File: src/rtl/gate_check_pkg.sv
// Shared types and helpers for the gate response checker.
// Tables are carried at the widest supported size so one helper serves every instance.
package gate_check_pkg;

    localparam int MAX_N_IN = 6;
    localparam int MAX_ROWS = 1 << MAX_N_IN;

    typedef enum logic [1:0] {
        IDLE = 2'd0,
        RUN  = 2'd1,
        DONE = 2'd2
    } state_t;

    // Number of truth-table rows for a gate with n_in inputs.
    function automatic int rows(input int n_in);
        return 1 << n_in;
    endfunction

    function automatic logic expected_out(input logic [MAX_ROWS-1:0] tbl,
                                          input logic [MAX_N_IN-1:0] vec);
        return tbl[vec];
    endfunction

endpackage

File: src/rtl/coverage_tracker.sv
// Bitmap of input vectors accepted during the current run.
// all_covered_next looks ahead by one beat so the FSM can finish on the covering handshake.
module coverage_tracker
    import gate_check_pkg::*;
#(
    parameter int N_IN = 2,
    parameter int ROWS = 4
) (
    input  logic            clk,
    input  logic            rst,
    input  logic            clear,
    input  logic            hit,
    input  logic [N_IN-1:0] idx,
    output logic [ROWS-1:0] bitmap,
    output logic            all_covered_next
);

    logic [ROWS-1:0] hit_mask;

    // NOTE: every variable assigned here gets a default first, so no latch is inferred.
    always_comb begin
        hit_mask = '0;
        if (hit) begin
            hit_mask[idx] = 1'b1;
        end
    end

    assign all_covered_next = &(bitmap | hit_mask);

    // NOTE: sequential state uses non-blocking assignments so every flop samples pre-edge values.
    always_ff @(posedge clk) begin
        if (rst) begin
            bitmap <= '0;
        end else if (clear) begin
            bitmap <= '0;
        end else begin
            bitmap <= bitmap | hit_mask;
        end
    end

endmodule

File: config.mk
export PLATFORM = sky130hd
export DESIGN_NAME = coverage_tracker
export DESIGN_NICKNAME = d
export VERILOG_FILES = /design/src/rtl/gate_check_pkg.sv /design/src/rtl/coverage_tracker.sv
export SDC_FILE = /design/constraint.sdc
export NUM_CORES = 1
export LEC_CHECK = 0
export ABC_AREA = 1
export CAP_MARGIN = 10
export CORE_AREA = 5 5 42 44
export CTS_CLUSTER_DIAMETER = 100
export DETAILED_ROUTE_END_ITERATION = 10
export DIE_AREA = 0 0 47 49
export DONT_BUFFER_PORTS = 1
export GPL_TIMING_DRIVEN = 0
export PLACE_DENSITY = 0.36
export SYNTH_ARGS = -nofsm -noshare
export SYNTH_HDL_FRONTEND = slang
export SYNTH_SLANG_ARGS = --single-unit
File: constraint.sdc
create_clock -name clk -period 0.8 [get_ports clk]
set_input_delay 0.08 -clock clk [delete_from_list [all_inputs] [get_ports clk]]
set_output_delay 0.08 -clock clk [all_outputs]
set_load 0.02 [all_outputs]
==> results.json <==
{
  "regMostFlops": "bitmap",
  "cts-root-buf": "clkbuf_4",
  "final_cell_area_um2": 279.0,
  "synthArstFlopShare_pct": 0,
  "grt_pass1_vias": 178,
  "power_leakage_nw": 0.1115,
  "drive_above_1_share_pct": 57.58,
  "io_buffers": 0,
  "critPathSlowestCell": "dfxtp_4",
  "overflow": 0,
  "core_um2": 1401,
  "synth_nets": 33,
  "rr_endpoint": "bitmap[1]$_SDFF_PP0_",
  "die-width_um": 47,
  "nets": 40,
  "required_ns": 0.72,
  "cp-start-kind": "flop",
  "slew_viol_final": 0,
  "post_dp_cell_area_um2": 212.7,
  "reg2reg_slack_ns": 0.07,
  "path_cells": "inv_2 > nand2_2 > nand2_2 > nor2_4",
  "reg2reg_depth": 3,
  "slew_headroom_pct": 89.62,
  "layout_setup_ws_ns": -0.2238,
  "vias": 186,
  "totalWireLength_um": 461,
  "synth_edf_count": 0,
  "ys_seq_area_share_pct": 45.07,
  "outcome": "complete, but fails checks",
  "synth_ff_type": "dfxtp_1",
  "ys_types": 7,
  "start_util_pct": 12.68,
  "dp_slack_ns": -0.04878,
  "synth_top_area_share_pct": 45.07,
  "area_growth_pct": 57.04,
  "dieArea_um2": 2303,
  "powerDensity_nw_per_um2": 1911,
  "crit_arrival_ns": 0.94,
  "place_congestion": 0.6303,
  "vias_per_cell": 3.796,
  "period_share_pct": 128.0,
  "post_synth.cell_area_avg_um2": 6.580,
  "numCtsBuffers": 3,
  "pin_count": 11,
  "ys_warn_count": 0,
  "die_height_um": 49,
  "worst_skew_pair.late_latency_ns": 0.25,
  "max-clock-path-buffers": 2,
  "grt_pass1_wl_um": 821,
  "grt_setup_unrepaired": "true",
  "avgRoutedWirePerCell_um": 9.408,
  "drcViolationCount": 0,
  "rr_startpoint": "bitmap[1]$_SDFF_PP0_",
  "timing_hold_violations_final": 0,
  "drt_first_pass_iters": 1,
  "yosysMostFrequentCell": "nand2_1",
  "antenna_found_initial": 0,
  "synth_top_cell_by_area": "dfxtp_1",
  "p_total_w": 0.0005333,
  "biggestRegsByFlops": "bitmap (4)",
  "max-vdd-ir-drop_uv": 668.9,
  "initialDrtViolationCount": 0,
  "tightest_slew_ns": 0.1553,
  "largest_reg_flops": 4,
  "diodes": 0,
  "hpwl_um": 353.8,
  "crit_type": "flop to output port",
  "rows": 14,
  "synth_top_cells_by_count": "7 x nand2_1, 6 x inv_1, 4 x a21oi_1, 4 x dfxtp_1, 3 x nand3_1",
  "track_usage_pct": 5.700,
  "critPathCaptureType": "output port",
  "worstHoldPathType": "input pin to flop",
  "crit_top_cell": "nand2_2",
  "netlist_area_um2": 177.7,
  "slowest_delay_ns": 0.38,
  "synthTopCellsByArea": "dfxtp_1 45%, nand2_1 15%, inv_1 13%",
  "worstSetupEndpoint": "all_covered_next",
  "cts.htree.levels": 1,
  "clk_pin_slew_ns": 0.04,
  "worstSetupStartpoint": "bitmap[1]$_SDFF_PP0_",
  "synthCells": 27,
  "fin_worst_skew_ns": 0,
  "max_freq_ghz": 0.9768,
  "setup_tns_ns": -0.2238,
  "path_max_fanout": 2,
  "period_needed_ns": 1.024,
  "grt_max_degree": 5,
  "cap_violations": 0,
  "cts_tree": "yes",
  "clock_sinks": 4,
  "synth-seq-cells": 4,
  "violations": "negative setup slack",
  "setup_viol": 1,
  "antenna_left": 0
}
-- power by group --
part           internal (W)  switching, W   total, W
combinational     0.0000165     0.0000207  0.0000372
clock              0.000188      0.000103   0.000292
sequential         0.000195    0.00000937   0.000205
-- worst min path at each step --
stage	start	end	slack, ns	depth (start not counted)
finish	hit	bitmap[1]$_SDFF_PP0_	0.03	2
floorplan	hit	bitmap[0]$_SDFF_PP0_	0.24	2
global placement	hit	bitmap[0]$_SDFF_PP0_	0.25	2
CTS	hit	bitmap[1]$_SDFF_PP0_	0.009	2
detailed placement	hit	bitmap[0]$_SDFF_PP0_	0.25	2
global route	hit	bitmap[1]$_SDFF_PP0_	0.03	2
-- cell type report --
class | count | area [um^2]
tap | 16 | 20.02
timing repair buffer | 2 | 17.52
fill | 168 | 1122
multi-input combinational | 17 | 97.59
sequential | 4 | 95.09
inverter | 6 | 22.52
clock buffer | 4 | 26.28
-- layer usage --
metal	vias up	GRT usage [%]	share of wire (%)
li1	95	-	-
met1	81	5.702	41
met2	7	6.109	48
met3	3	2.583	4.8
met4	0	9.677	6.1
met5	-	0	0
-- layout by cell type, fill, tap and decap left out, drive strengths merged --
master	Yosys	layout
nand2	7	7
inv	6	6
a21oi	4	4
dfxtp	4	4
clkbuf	0	4
nand3	3	3
nor2	2	2
or2	1	1
dlygate4sd3	0	1
buf	0	1
-- stage by stage --
stage / utilization, % / hold WS (ns) / std cells
3_5_place_dp: 15.18 / 0.2536 / 43
4_1_cts: 19.02 / 0.008693 / 48
3_3_place_gp: 15.18 / 0.2542 / 43
6_report: 19.91 / 0.03017 / 49
5_1_grt: 19.91 / 0.02717 / 49
2_1_floorplan: - / 0.2369 / 27
-- kinds of logic (layout without fill, tap and decap cells) --
| family | Yosys count | count (layout) | share of synthesized area, % |
|---|---|---|---|
| compound gates | 4 | 4 | 11.27 |
| buf+inv | 6 | 12 | 12.68 |
| flops | 4 | 4 | 45.07 |
| simple gates | 13 | 13 | 30.99 |
-- repair_timing --
| action | in CTS | in global routing |
|---|---|---|
| buffers inserted | 0 | 1 |
| hold buffers | 1 | 0 |
| hold endpoints to repair | 1 | 0 |
| endpoints found under the setup margin | 1 | 2 |
| pin swaps | 6 | 2 |
| resized for setup | 10 | 3 |
-- critical path: cells and delay by family (launching register included) --
family	cells	cell delay, ns
buffers and inverters	1	0.04
flip-flops	1	0.38
AND/OR/NAND/NOR	3	0.28
Note: power is estimated with default switching activity, not from simulation.
